## src/rtl/vga_timing_gen.sv

```systemverilog
// Purpose : VGA raster timing generator; pixel clock is a divided strobe of clk,
//           produces registered sync/colour outputs plus line/frame markers.
// Latency : registered outputs appear 1 clk after the strobe that samples pix_*.
// Backpr. : none; the raster free-runs while en=1, and en=0 parks it at (0,0) blanked.
//
// Ports:
//   clk, rst_n            clock (rising edge), asynchronous active-low reset
//   en                    run enable; low clears counters and blanks outputs
//   pix_r/g/b   [CW]      colour for the current (pix_x, pix_y), sampled when pix_req=1
//   pix_x [HW], pix_y [VW] current horizontal / vertical counters
//   pix_req               one-clk strobe: colour inputs are sampled this cycle
//   vga_hsync, vga_vsync  registered sync outputs (polarity from H_POL / V_POL)
//   vga_r/g/b   [CW]      registered colour outputs, zero outside the visible area
//   line_start            one-clk pulse with the output pixel at hcount 0
//   frame_start           one-clk pulse with the output pixel at (0,0)
module vga_timing_gen #(
    parameter int CLK_DIV   = 6,
    parameter int H_VISIBLE = 800,
    parameter int H_FRONT   = 40,
    parameter int H_SYNC    = 128,
    parameter int H_BACK    = 88,
    parameter int V_VISIBLE = 600,
    parameter int V_FRONT   = 1,
    parameter int V_SYNC    = 4,
    parameter int V_BACK    = 23,
    parameter int H_POL     = 1,
    parameter int V_POL     = 1,
    parameter int CW        = 4,
    parameter int HW        = 11,
    parameter int VW        = 10
) (
    input  logic          clk,
    input  logic          rst_n,
    input  logic          en,
    input  logic [CW-1:0] pix_r,
    input  logic [CW-1:0] pix_g,
    input  logic [CW-1:0] pix_b,
    output logic [HW-1:0] pix_x,
    output logic [VW-1:0] pix_y,
    output logic          pix_req,
    output logic          vga_hsync,
    output logic          vga_vsync,
    output logic [CW-1:0] vga_r,
    output logic [CW-1:0] vga_g,
    output logic [CW-1:0] vga_b,
    output logic          line_start,
    output logic          frame_start
);

    localparam int H_TOTAL = H_VISIBLE + H_FRONT + H_SYNC + H_BACK;
    localparam int V_TOTAL = V_VISIBLE + V_FRONT + V_SYNC + V_BACK;

    // A 1-bit tick register is kept for CLK_DIV=1; it simply stays at 0.
    localparam int TW = (CLK_DIV > 1) ? $clog2(CLK_DIV) : 1;
    localparam logic [TW-1:0] TICK_LAST = TW'(CLK_DIV - 1);

    localparam logic [HW-1:0] H_LAST = HW'(H_TOTAL - 1);
    localparam logic [VW-1:0] V_LAST = VW'(V_TOTAL - 1);

    // Region bounds carry one extra bit so an end bound equal to TOTAL still fits.
    localparam logic [HW:0] H_VIS_END  = (HW+1)'(H_VISIBLE);
    localparam logic [HW:0] H_SYNC_BEG = (HW+1)'(H_VISIBLE + H_FRONT);
    localparam logic [HW:0] H_SYNC_END = (HW+1)'(H_VISIBLE + H_FRONT + H_SYNC);
    localparam logic [VW:0] V_VIS_END  = (VW+1)'(V_VISIBLE);
    localparam logic [VW:0] V_SYNC_BEG = (VW+1)'(V_VISIBLE + V_FRONT);
    localparam logic [VW:0] V_SYNC_END = (VW+1)'(V_VISIBLE + V_FRONT + V_SYNC);

    localparam logic HS_ACT = (H_POL != 0);
    localparam logic VS_ACT = (V_POL != 0);

    logic [TW-1:0] tick_q, tick_d;
    logic [HW-1:0] hcount_q, hcount_d;
    logic [VW-1:0] vcount_q, vcount_d;
    logic          hsync_q, hsync_d;
    logic          vsync_q, vsync_d;
    logic [CW-1:0] r_q, r_d, g_q, g_d, b_q, b_d;
    logic          line_q, line_d;
    logic          frame_q, frame_d;

    logic strobe;
    logic h_wrap, v_wrap;
    logic h_vis, v_vis, visible;
    logic hs_on, vs_on;

    // All decode works on the pre-increment counters so the registered outputs
    // describe the pixel whose colour is being sampled in the same cycle.
    assign strobe  = en && (tick_q == TICK_LAST);
    assign h_wrap  = (hcount_q == H_LAST);
    assign v_wrap  = (vcount_q == V_LAST);
    assign h_vis   = ({1'b0, hcount_q} < H_VIS_END);
    assign v_vis   = ({1'b0, vcount_q} < V_VIS_END);
    assign visible = h_vis && v_vis;
    assign hs_on   = ({1'b0, hcount_q} >= H_SYNC_BEG) && ({1'b0, hcount_q} < H_SYNC_END);
    assign vs_on   = ({1'b0, vcount_q} >= V_SYNC_BEG) && ({1'b0, vcount_q} < V_SYNC_END);

    assign pix_req = strobe && visible;

    always_comb begin
        tick_d   = tick_q;
        hcount_d = hcount_q;
        vcount_d = vcount_q;
        hsync_d  = hsync_q;
        vsync_d  = vsync_q;
        r_d      = r_q;
        g_d      = g_q;
        b_d      = b_q;
        // Markers default low so they last exactly one clk.
        line_d   = 1'b0;
        frame_d  = 1'b0;

        if (!en) begin
            tick_d   = '0;
            hcount_d = '0;
            vcount_d = '0;
            hsync_d  = ~HS_ACT;
            vsync_d  = ~VS_ACT;
            r_d      = '0;
            g_d      = '0;
            b_d      = '0;
        end else begin
            tick_d = (tick_q == TICK_LAST) ? '0 : tick_q + 1'b1;
            if (strobe) begin
                hcount_d = h_wrap ? '0 : hcount_q + 1'b1;
                if (h_wrap) begin
                    vcount_d = v_wrap ? '0 : vcount_q + 1'b1;
                end
                hsync_d = hs_on ? HS_ACT : ~HS_ACT;
                vsync_d = vs_on ? VS_ACT : ~VS_ACT;
                r_d     = visible ? pix_r : '0;
                g_d     = visible ? pix_g : '0;
                b_d     = visible ? pix_b : '0;
                line_d  = (hcount_q == '0);
                frame_d = (hcount_q == '0) && (vcount_q == '0);
            end
        end
    end

    always_ff @(posedge clk or negedge rst_n) begin
        if (!rst_n) begin
            tick_q   <= '0;
            hcount_q <= '0;
            vcount_q <= '0;
            hsync_q  <= ~HS_ACT;
            vsync_q  <= ~VS_ACT;
            r_q      <= '0;
            g_q      <= '0;
            b_q      <= '0;
            line_q   <= 1'b0;
            frame_q  <= 1'b0;
        end else begin
            tick_q   <= tick_d;
            hcount_q <= hcount_d;
            vcount_q <= vcount_d;
            hsync_q  <= hsync_d;
            vsync_q  <= vsync_d;
            r_q      <= r_d;
            g_q      <= g_d;
            b_q      <= b_d;
            line_q   <= line_d;
            frame_q  <= frame_d;
        end
    end

    assign pix_x       = hcount_q;
    assign pix_y       = vcount_q;
    assign vga_hsync   = hsync_q;
    assign vga_vsync   = vsync_q;
    assign vga_r       = r_q;
    assign vga_g       = g_q;
    assign vga_b       = b_q;
    assign line_start  = line_q;
    assign frame_start = frame_q;

endmodule

```

## config.mk

```make
export PLATFORM = sky130hd
export DESIGN_NAME = vga_timing_gen
export DESIGN_NICKNAME = d
export VERILOG_FILES = /design/src/rtl/vga_timing_gen.sv
export SDC_FILE = /design/constraint.sdc
export NUM_CORES = 1
export LEC_CHECK = 0
export ABC_AREA = 0
export BUFFER_PORTS_ARGS = -buffer_cell sky130_fd_sc_hd__clkbuf_2
export CORE_UTILIZATION = 53
export DETAILED_ROUTE_END_ITERATION = 6
export GPL_TIMING_DRIVEN = 1
export PLACE_DENSITY = 0.9
export SLEW_MARGIN = 20
export SYNTH_ARGS = -nofsm -noshare
export SYNTH_HDL_FRONTEND = slang
export SYNTH_SLANG_ARGS = --single-unit
```

## constraint.sdc

```tcl
create_clock -name clk -period 1.75 [get_ports clk]
set_input_delay 0.175 -clock clk [delete_from_list [all_inputs] [get_ports clk]]
set_output_delay 0.175 -clock clk [all_outputs]
set_load 0.005 [all_outputs]
```

# Word-level counts from Yosys, hierarchy flattened
# Cells that the tools add are included.
[totals] out_inout_bits=38 reg_bits=40 word_cells=61 input_bits=15
[op_classes] eq_ne=5 mux=28 magnitude_cmp=6 add_sub_neg=3 reduce_logical=9
[ops] cell="$mux W10" count=4
[ops] cell="$mux W4" count=9
[ops] cell="$mux W11" count=3
[ops] cell="$lt A11 B10 Y1 const B" count=2
[ops] cell="$lt A10 B10 Y1 const B" count=2
[ops] cell="$add A11 B1 Y11 const B" count=1
[ops] cell="$eq A11 B11 Y1 const B" count=1
[ops] cell="$ge A11 B10 Y1 const B" count=1
[ops] cell="$logic_not A11 Y1" count=1
[ops] cell="$add A10 B1 Y10 const B" count=1
[ops] cell="$eq A10 B10 Y1 const B" count=1
[ops] cell="$ge A10 B10 Y1 const B" count=1
[ops] cell="$logic_not A10 Y1" count=1
[ops] cell="$mux W1" count=10
[ops] cell="$logic_and A1 B1 Y1" count=6
[ops] cell="$mux W3" count=2
[ops] cell="$ne A2 B1 Y1 const B" count=2
[ops] cell="$add A3 B1 Y3 const B" count=1
[ops] cell="$eq A3 B3 Y1 const B" count=1
[ops] cell="$reduce_and A2 Y1" count=1

# Longest topological paths before layout
[logic_depth] ltp_word=5 depth_mapped=6

# Worst setup path after synthesis
# No wires, ideal clock.
[synth_timing] kind="register to register" from="register hcount_q[0], in the netlist pix_x[0]" to="register hcount_q[9], in the netlist pix_x[9]" setup_time_ns=0.067 stages_incl_launch_ff=6 n_path_buf=0 path_slack_ns=0.135 required_time_ns=1.683 arrival_ns=1.548 path_cell_list="dfrtp_1 > ha_1 > and4_1 > a41oi_1 > o311a_1 > a221o_1"
[synth_between] elab_chain_cells=4 word_cells_on_any_way=5
[synth_rtl] item="start, declared" line_no="72" text="logic [HW-1:0] hcount_q, hcount_d;"
[synth_rtl] item="start signal, assigned" line_no="152" text="hcount_q <= hcount_d;"
[synth_rtl] item="$add A11 B1 Y11 or $eq A11 B11 Y1 (tied branches)" line_no="123, 88"
[synth_rtl] item="$mux W11 (*)" line_no="123" text="hcount_d = h_wrap ? '0 : hcount_q + 1'b1;"
[synth_rtl] item="$mux W11 (*)" line_no="122" text="if (strobe) begin"
[synth_rtl] item="$mux W11 (*)" line_no="111" text="if (!en) begin"
# Mark *: on every way between the ends. The rest lies on a longest branch, timed or not. The select of a mux whose other input is x is not followed.
# A chain may end at the register's enable or synchronous reset.

# Worst setup path in the final report
[layout_timing] from="register vcount_q[6], in the netlist pix_y[6]" to="output pix_req"
[layout_between] elab_chain_cells=3
[layout_rtl] item="start, declared" line_no="73" text="logic [VW-1:0] vcount_q, vcount_d;"
[layout_rtl] item="start signal, assigned" line_no="153" text="vcount_q <= vcount_d;"
[layout_rtl] item="$lt A10 B10 Y1" line_no="91" text="assign v_vis = ({1'b0, vcount_q} < V_VIS_END);"
[layout_rtl] item="$logic_and A1 B1 Y1" line_no="92" text="assign visible = h_vis && v_vis;"
[layout_rtl] item="$logic_and A1 B1 Y1" line_no="96" text="assign pix_req = strobe && visible;"
[layout_rtl] item="end, declared" line_no="40" text="output logic pix_req,"
# No other way between the ends.

==> summary.md <==
| Metric | Value |
|---|---|
| Vias in the first global route | approximately 1800 |
| Worst Hold Margin | 87.2 ps |
| Length in cells of the worst reg-to-reg path | 5 |
| CP max stage delay | roughly 480 ps |
| Multi-input logic area | about 1100 um2 |
| Critical Path Start Type | register |
| Synth Register Bits | 40 |
| Nets | 302 |
| Synth Net Count | around 230 |
| Largest area contributor in the netlist | dfrtp_1 |
| Die Height | about 65 um |
| Instance count on the critical path | 4 |
| Slew Viols, Final | 0 |
| Arr. time, crit path | roughly 1600 ps |
| Synth warnings | 0 |
| Area Overhead vs Synth | 33.4% |
| Worst setup startpoint | pix_y[6] |
| Initial core utilization | a little under three fifths |
| PwrDens | just under 700 nW/um2 |
| # fillers | approximately 240 |
| Crit Path Max Fanout | 7 |
| CP Cell Sequence | inv_1 > o21ai_2 > a2111oi_4 > buf_2 |
| WP data required | 1570 ps |
| Post-DRT Antenna Nets | 0 |
| Clk buf depth | 2 |
| Failing checks | negative setup slack |
| Initial antenna violation count | 0 |
| Final Hold Vio Count | 0 |
| Sequential fraction of the synthesis area | between 40% and 50% |
| Gr ovfl total | 0 |
| Syn Std Cell Area | roughly 2100 um2 |
| Commonest non-fill, non-tap cell in the layout | clkbuf_2 |
| LEAKAGE | 1.37 nW |
| Post-DP HPWL | roughly 3.7 mm |
| Fraction of layout cells with a size suffix above 1 | between 40% and 50% |
| RSZ-0062 raised after global routing | true |
| First-pass GRT wire length | roughly 8.8 mm |
| Final GP Congestion | a little over 0.9 |
| Worst-Margin Slew | ~500 ps |
| Max_slew headroom | approximately two thirds |
| Avg WL per Cell | between 15 and 20 um |
| Worst Path Class, Setup | reg -> out |
| Reg2Reg Launch Point | pix_x[0] |
| Rows | 22 |
| Synth Instances | 205 |
| CTS tree | done |
| Outcome | complete, but fails checks |
| Fmax | around 570 MHz |
| Worst-path clk slew | ~80 ps |
| CP top delay family | flip-flops |
| Max Cap Viol | 0 |
| Reg area | approximately 1000 um2 |
| Clk_lat worst skew | 300 ps |
| Hold crit path type | in -> reg |
| Fin util | between 70% and 80% |
| Post-synth top area share | between 40% and 50% |
| Core Area | approximately 3800 um2 |
| Worst Setup Slack, final | -0.420 ps |
| Post-synth EDFFs | 0 |
| Fin crit period | between 1500 and 2000 ps |
| Final worst path period share | 100% |
| Syn Area/Cell | 10.4 um2 |
| GRT Total Usage | 28.2% |
| Die ar. | about 4300 um2 |
| Clock skew | about 5.0 ps |
| Die X | ~65 um |
| Final wirelength | slightly above 6 mm |
| Crit path capture type | output port |
| DR iter-0 viols | around 200 |
| Clock Sinks | 40 |
| Pre-Repair DR Iteration Count | 4 |
| Most frequent cells in the layout | clkbuf_2 (51), dfrtp_1 (36), buf_4 (28) |
| IO buf count | 52 |
| Ys flop type | dfrtp_1 |
| Largest net degree at the start of global routing | between 40 and 50 |
| Slowest CP cell | dfrtp_1 |
| Clock root buffer | clkbuf_8 |
| N_diodes | 0 |
| FFs w/ async S/R, synth | 100% |
| Vias per cell | 6.34 |
| Crit path to | pix_req |
| Max H-tree Level | 2 |
| Worst vdd ir | slightly above 0.0006 V |
| Vias | 2100 |
| DRC | 0 |
| Worst R2R End | pix_x[9] |
| CTS buffer count | 5 |
| Flop2flop setup slack | 10 ps |
| Synth top area cells | dfrtp_1 (47%), a22o_1 (4.9%), nand3_1 (3.8%) |
| Buf/Inv on CP | 2 |
| Final setup TNS | -0.420 ps |
| # setup viols final | 1 |
| Post-synth cell types | 53 |
| IO Pins | 53 |
[layer usage]
metal  vias up  GRT usage, %  routed length (um)
met4         0          14.7                 228
met5         -             0                   0
met1      1016          35.3                2420
met2       129          46.4                3090
li1        925             -                   -
met3        30          4.86                 413
[timing repair]
action	CTS	global route
hold buffers	1	0
endpoints found under the setup margin	3	14
buffers inserted	4	4
gates resized for setup	6	18
pin swaps	2	4
endpoints found under the hold margin	40	0
[stage by stage]
step | cell area [um2] | worst slack (ps) | cells | power [mW]
after floorplan | 2130 | 135 | 205 | 1.08
after global placement | 2550 | 80.8 | 314 | 1.17
after detailed placement | 2550 | 0.334 | 314 | 1.18
after CTS | 2720 | -18.4 | 327 | 1.96
after global routing | 2840 | -62.2 | 331 | 2.04
final | 2840 | -0.420 | 331 | 1.97
[layout make-up]
class | instances | share of cell area (%)
flip-flops and latches | 40 | 35.4
repair buffers | 82 | 17.3
clock buffers | 5 | 2.42
clock inverters | 3 | 1.67
inverters | 9 | 1.19
well taps | 48 | 2.11
multi-input cells | 144 | 39.9
[cell families (layout without fill, tap and decap cells)]
group | after synthesis | count (layout) | share of synthesized area, %
buf+inv | 21 | 99 | 4.40
mux | 4 | 4 | 1.94
fa+ha+maj | 5 | 5 | 2.94
xor+xnor | 8 | 8 | 3.29
simple gates | 73 | 73 | 19.3
compound gates | 54 | 54 | 21.2
flops | 40 | 40 | 47.0
[registers in the layout, summed over array words and instances, names as in the netlist]
signal       cells
vga_r            4
line_start       1
frame_start      1
pix_y           10
vga_hsync        1
vga_vsync        1
pix_x           11
vga_g            4
vga_b            4
tick_q           3
[worst min path at each step]
stage	depth (start not counted)	from	slack, ps	endpoint
final	2	pix_b[0]	90	vga_b[0]
after global routing	2	pix_g[2]	90	vga_g[2]
after CTS	2	pix_b[1]	90	vga_b[1]
after detailed placement	2	rst_n	260	line_start
after global placement	2	rst_n	260	pix_y[4]
after floorplan	0	rst_n	-120	frame_start
[where the power goes]
| part | switching (mW) | internal, mW |
|---|---|---|
| clock | 0.350 | 0.429 |
| combinational | 0.118 | 0.0929 |
| sequential | 0.0327 | 0.946 |
[Yosys cell counts, types with 2 or more instances]
library cell	number
o211ai_1	2
mux2i_1	3
o21ai_0	7
a2111oi_4	2
o31ai_1	3
a211oi_1	3
a22o_1	12
ha_1	5
xnor2_1	7
nand4b_1	2
nand3_1	16
and2_1	2
inv_1	9
nor3_1	3
nor2_1	15
a32oi_1	2
nand2b_1	2
buf_2	6
and4_1	2
nand2_1	14
nor4b_1	2
and3_1	2
nand4_1	3
nor4_1	2
clkbuf_1	5
a21oi_1	8
dfrtp_1	40
No activity file was read; power rests on OpenSTA's default activity.
